[src/rtl/sdp_bram_fifo_ctrl.sv]
// FIFO controller in front of a simple-dual-port BRAM with a one-cycle registered read.
// A 2-entry out/skid buffer hides the read latency so push and pop both sustain one per cycle.
module sdp_bram_fifo_ctrl #(
    parameter int ABITS = 4,
    parameter int DBITS = 8
) (
    input  logic             clk,
    input  logic             rst_n,
    input  logic             in_valid,
    output logic             in_ready,
    input  logic [DBITS-1:0] in_data,
    output logic             out_valid,
    input  logic             out_ready,
    output logic [DBITS-1:0] out_data,
    output logic [ABITS+1:0] level,
    output logic             mem_we,
    output logic [ABITS-1:0] mem_wa,
    output logic [DBITS-1:0] mem_wd,
    output logic [ABITS-1:0] mem_ra,
    input  logic [DBITS-1:0] mem_rd
);

    localparam logic [ABITS:0] DEPTH = {1'b1, {ABITS{1'b0}}};

    logic [ABITS:0]   wptr_r, rptr_r, mem_cnt_s;
    logic             rd_pending_r, out_valid_r, skid_valid_r;
    logic [DBITS-1:0] out_data_r, skid_data_r;
    logic             push_s, pop_s, issue_s;
    logic [1:0]       staged_s;
    logic [2:0]       staged_after_pop_s;
    logic             out_valid_nx_s, skid_valid_nx_s;
    logic [DBITS-1:0] out_data_nx_s, skid_data_nx_s;

    // mem_cnt only counts entries written at earlier edges, so an issued read never hits the live write address
    assign mem_cnt_s          = wptr_r - rptr_r;
    assign in_ready           = (mem_cnt_s != DEPTH);
    assign push_s             = in_valid && in_ready;
    assign pop_s              = out_valid_r && out_ready;
    assign staged_s           = {1'b0, out_valid_r} + {1'b0, skid_valid_r} + {1'b0, rd_pending_r};
    assign staged_after_pop_s = {1'b0, staged_s} - {2'b00, pop_s};
    assign issue_s            = (mem_cnt_s != {(ABITS+1){1'b0}}) && (staged_after_pop_s < 3'd2);

    assign mem_we    = push_s && rst_n;
    assign mem_wa    = wptr_r[ABITS-1:0];
    assign mem_wd    = in_data;
    assign mem_ra    = rptr_r[ABITS-1:0];
    assign out_valid = out_valid_r;
    assign out_data  = out_data_r;
    assign level     = {1'b0, mem_cnt_s} + {{ABITS{1'b0}}, staged_s};

    // Steer landing read data and skid contents into the out register while keeping FIFO order
    always_comb begin
        out_valid_nx_s  = out_valid_r;
        out_data_nx_s   = out_data_r;
        skid_valid_nx_s = skid_valid_r;
        skid_data_nx_s  = skid_data_r;
        if (pop_s && skid_valid_r) begin
            out_data_nx_s = skid_data_r;
            if (rd_pending_r) begin
                skid_data_nx_s = mem_rd;
            end else begin
                skid_valid_nx_s = 1'b0;
            end
        end else if (rd_pending_r) begin
            if (!out_valid_r || pop_s) begin
                out_valid_nx_s = 1'b1;
                out_data_nx_s  = mem_rd;
            end else begin
                skid_valid_nx_s = 1'b1;
                skid_data_nx_s  = mem_rd;
            end
        end else if (pop_s) begin
            out_valid_nx_s = 1'b0;
        end else begin
            out_valid_nx_s = out_valid_r;
        end
    end

    // Pointer, pending-read and output buffer registers
    always_ff @(posedge clk or negedge rst_n) begin
        if (!rst_n) begin
            wptr_r       <= {(ABITS+1){1'b0}};
            rptr_r       <= {(ABITS+1){1'b0}};
            rd_pending_r <= 1'b0;
            out_valid_r  <= 1'b0;
            out_data_r   <= {DBITS{1'b0}};
            skid_valid_r <= 1'b0;
            skid_data_r  <= {DBITS{1'b0}};
        end else begin
            wptr_r       <= wptr_r + {{ABITS{1'b0}}, push_s};
            rptr_r       <= rptr_r + {{ABITS{1'b0}}, issue_s};
            rd_pending_r <= issue_s;
            out_valid_r  <= out_valid_nx_s;
            out_data_r   <= out_data_nx_s;
            skid_valid_r <= skid_valid_nx_s;
            skid_data_r  <= skid_data_nx_s;
        end
    end

endmodule

[config.mk]
export PLATFORM = sky130hd
export DESIGN_NAME = sdp_bram_fifo_ctrl
export DESIGN_NICKNAME = d
export VERILOG_FILES = /design/src/rtl/sdp_bram_fifo_ctrl.sv
export SDC_FILE = /design/constraint.sdc
export NUM_CORES = 1
export LEC_CHECK = 0
export ABC_AREA = 1
export BUFFER_PORTS_ARGS = -buffer_cell sky130_fd_sc_hd__clkbuf_2
export CAP_MARGIN = 25
export CORE_MARGIN = 2
export CORE_UTILIZATION = 55
export CTS_CLUSTER_SIZE = 40
export DETAILED_ROUTE_END_ITERATION = 16
export HOLD_SLACK_MARGIN = 0.02
export PLACE_DENSITY = 0.84
export SYNTH_ARGS = -nofsm -noshare
export SYNTH_HDL_FRONTEND = slang
export SYNTH_SLANG_ARGS = --single-unit
export TNS_END_PERCENT = 20
[constraint.sdc]
create_clock -name clk -period 5.56 [get_ports clk]
set_input_delay 1.39 -clock clk [delete_from_list [all_inputs] [get_ports clk]]
set_output_delay 1.39 -clock clk [all_outputs]
set_load 0.05 [all_outputs]
-- Word-level counts from Yosys, hierarchy flattened
Index checks and enable logic that the tools add are counted.
Widths: inputs -> output; s select.
- add/sub/neg operators: 7
- magnitude comparators: 1
- equal/unequal tests: 4
- multiplexer cells: 14
- bitwise logic cells: 1
- reduce and logical (&&, ||, !) cells: 15
- operator list (operator ; number):
    $mux 8 ; 7
    $add 5x1->5 ; 2
    $mux 1 ; 7
    $add 5x2->6 ; 1
    $reduce_and 3->1 ; 2
    $reduce_bool 2->1 ; 3
    $logic_and 1x1->1 ; 5
    $ne 5x5->1 const B ; 1
    $reduce_bool 5->1 ; 1
    $sub 5x5->5 ; 1
    $ne 2x2->1 const B ; 2
    $reduce_and 2->1 ; 2
    $lt 3x2->1 const B ; 1
    $sub 2x1->3 ; 1
    $add 1x1->2 ; 1
    $add 2x1->2 ; 1
    $ne 2x1->1 const B ; 1
    $logic_not 1->1 ; 1
    $logic_or 1x1->1 ; 1
    $not 1->1 ; 1
- register bits: 29
- input port bits: 20
- output and inout bits: 33
- word-level logic and storage cells: 49

-- Logic depth before layout (Yosys ltp)
- depth after elaboration: 6
- gate-level depth with buffers: 15
- depth with buffers taken out: 15

-- Worst setup path after synthesis
Ideal clock, no wire load.
- kind: register -> output
- start: reg out_valid_r, in the netlist out_valid
- end: out level[2]
- arrival: 2.706 ns
- data required time: 4.170 ns
- setup slack: 1.464 ns
- cell stages (with the launch flop): 6
- buffers on the path: 0
- cell sequence: dfrtp_1 fa_1 ha_1 inv_1 fa_1 xnor2_1
- longest elaborated chain between the ends: 3
- ends and longest elaborated chain (what ; line ; text):
    from (decl) ; 26 ; logic rd_pending_r, out_valid_r, skid_valid_r;
    from (signal assigned) ; 93 ; out_valid_r <= out_valid_nx_s;
    $add 1x1->2 ; 39 ; assign staged_s = {1'b0, out_valid_r} + {1'b0, skid_valid_r} + {1'b0, rd_pending_r};
    $add 2x1->2 ; 39 ;
    $add 5x2->6 ; 49 ; assign level = {1'b0, mem_cnt_s} + {{ABITS{1'b0}}, staged_s};
    to (decl) ; 15 ; output logic [ABITS+1:0] level,
No other way between the ends.

-- Worst setup path in the final report
- start: reg rd_pending_r
- end: out level[4]
- longest elaborated chain between the ends: 2
- ends and longest elaborated chain (what ; line ; text):
    from (decl) ; 26 ;
    from (signal assigned) ; 92 ; rd_pending_r <= issue_s;
    $add 2x1->2 ; 39 ;
    $add 5x2->6 ; 49 ;
No other way between the ends.

==> flow_summary.toml <==
[yosys]
syn-cell-area_mm2 = 0.00177
synth_warnings = 0
synthFlopType = "dfrtp_1"
synth-seq-area-share_pct = 41.0
synth.avg_cell_area_um2 = 8.80
syn_inst = 201
ys_ff_latch = 29
synth-edff-count = 0
synthDistinctLibCells = 25
synthArstFlopShare_pct = 100
syn_nets = 234

[floorplanning]
start_util_pct = 57.9
pin_count = 53
rows = 20
fp.coreArea_mm2 = 0.00305
die_width_um = 60.7
die_h_um = 60.7
dieArea_mm2 = 0.00368

[critical_path]
path_max_fanout = 12
critPathLaunchType = "flop"
r2r_slack_ns = 3.04
crit_start = "rd_pending_r"
critical_path_class = "reg2out"
arrival_ns = 2.64
cp-end-kind = "output port"
timing.rr.start = "rptr_r[0]"
crit_required_ns = 4.17

[global_route]
grt_overflow = 0
grt_max_degree = 31
met1_usage_pct = 26.8
grt_use_total_pct = 19.7
grt_use_met2_pct = 30.1
grt_pass1_vias = 1184
grt-busiest-layer = "met2"
grt_pass1_wl_um = 5220
use_met3_pct = 5.12
antenna_found_initial = 0

[cts]
clock-root-buffer = "clkbuf_4"
numCtsBuffers = 5
clk_latency_ns = 0.33
htreeDepth = 2
clock-sinks = 29
cts_resized = 0
post_cts.repair.setup_buffers = 0
clk_pin_slew_ns = 0.09
ctsHoldBuffers = 0
cts_max_path_buffers = 2
cts_tree = "done"

[sta]
timing.fmax_mhz = 248
rsz0062_at_grt = "no"
maxSlewViolCount = 0
worst_pin_slew_ns = 0.458
fin_crit_sh_pct = 72.4
relSlewSlack_pct = 69.5
finalSetupViolCount = 0
fin_skew_ns = 0.0156
layout_min_cycle_time_ns = 4.03
hold_viol_final = 0
fin_tns_setup_ns = 0

[final_layout]
area_growth_syn_to_layout_pct = 10.0
fill_cells = 264
final_nets = 258
drive_above_1_share_pct = 26.1
multi_input_area_um2 = 801
final-seq-area_um2 = 726
antennaDiodeCount = 0

[routing]
drt_drc_violations_left = 0
drt_first_pass_iters = 4
wl_um = 3250
drt-initial-drc-count = 78
vias = 1303
wire_per_inst_um = 12.0
viasPerCell = 4.83
ant_nets = 0

[min_path]
min_path_type = "reg2reg"
hp-start = "skid_data_r[6]"

[run]
maxCapViolations = 0

[place]
gp_congestion = 0.820
dp_hpwl_um = 2380
portBuffers = 36

[outcome]
outcome = "completed"
## worst paths after layout
check / end / cells after the start
max reg2reg: rptr_r[4] / 13
min in group asynchronous: skid_valid_r / 2
min: skid_data_r[6] / 2
max in group asynchronous: rptr_r[0] / 2
max: level[4] / 8
min reg2reg: skid_data_r[6] / 2
## cell type report
| cell class | count | area share, % |
|---|---|---|
| Tap cell | 44 | 2.83 |
| Timing Repair Buffer | 37 | 9.65 |
| Inverter | 23 | 4.69 |
| Sequential cell | 29 | 37.3 |
| Multi-Input combinational cell | 129 | 41.2 |
| Clock buffer | 7 | 2.83 |
| Clock inverter | 1 | 1.54 |
## layer usage
layer | share of wire [%] | wire length, um
met1 | 46 | 1490
met2 | 48 | 1550
met5 | 0 | 0
met4 | 1.8 | 59
met3 | 4.7 | 153
## through the flow
| step | hold slack [ns] | cells | instance area [um2] | setup slack, ns | util (%) |
|---|---|---|---|---|---|
| 6_report | 0.480 | 270 | 1950 | 1.53 | 63.7 |
| 3_5_place_dp | 0.459 | 262 | 1860 | 1.85 | 60.9 |
| 2_1_floorplan | 0.443 | 201 | 1770 | 1.46 | - |
| 3_3_place_gp | 0.456 | 262 | 1860 | 1.87 | 60.9 |
| 4_1_cts | 0.482 | 270 | 1950 | 1.52 | 63.7 |
| 5_1_grt | 0.495 | 270 | 1950 | 1.38 | 63.7 |
## registers in the layout (all words and copies together), names as in the netlist
signal	count
rptr_r	5
rd_pending_r	1
out_valid	1
wptr_r	5
skid_valid_r	1
skid_data_r	8
out_data	8
## cell usage after synthesis (2+ instances only)
library cell,instances,share of area (%)
nand2_1,41,8.7
dfrtp_1,29,41
nand3_1,27,7.6
inv_1,20,4.2
buf_4,16,6.8
nor2_1,14,3.0
ha_1,10,7.1
a31oi_1,8,2.8
xor2_1,6,3.0
a21oi_1,3,0.85
fa_1,3,3.4
nand2_2,3,1.1
xnor2_1,3,1.5
buf_6,2,1.3
clkbuf_1,2,0.42
inv_2,2,0.42
nand2_4,2,1.3
nor2_2,2,0.71
nor2_4,2,1.3
## worst max-delay path: stages, from the launching register on
cell	delay (ns)
dfrtp_1	0.55
fa_1	0.60
ha_1	0.16
inv_1	0.05
fa_1	0.43
nor2_4	0.13
nand3_1	0.08
nand2_1	0.06
clkbuf_2	0.26
## placed cells by master (no fill, tap or decap), drive strengths merged
master,instances
nand3,28
buf,1
clkbuf,43
bufinv,1
xor2,7
clkinv,1
dfrtp,29
fa,3
nor2,18
a31oi,8
a21oi,3
inv,22
or2,1
nand2,46
ha,10
xnor2,3
o21ai,2
## cell families (layout without fill, tap and decap cells)
kind of cell	count (synthesis)	in the layout	synth area share (%)
fa+ha+maj	13	13	10.5
xor+xnor	10	10	5.38
buf+inv	43	68	13.7
compound gates	13	13	4.88
flops	29	29	41.0
simple gates	93	93	24.6
Power is left out: the tool's default activity adds up to more than one toggle a clock period on the data nets, which glitch-free logic cannot reach.
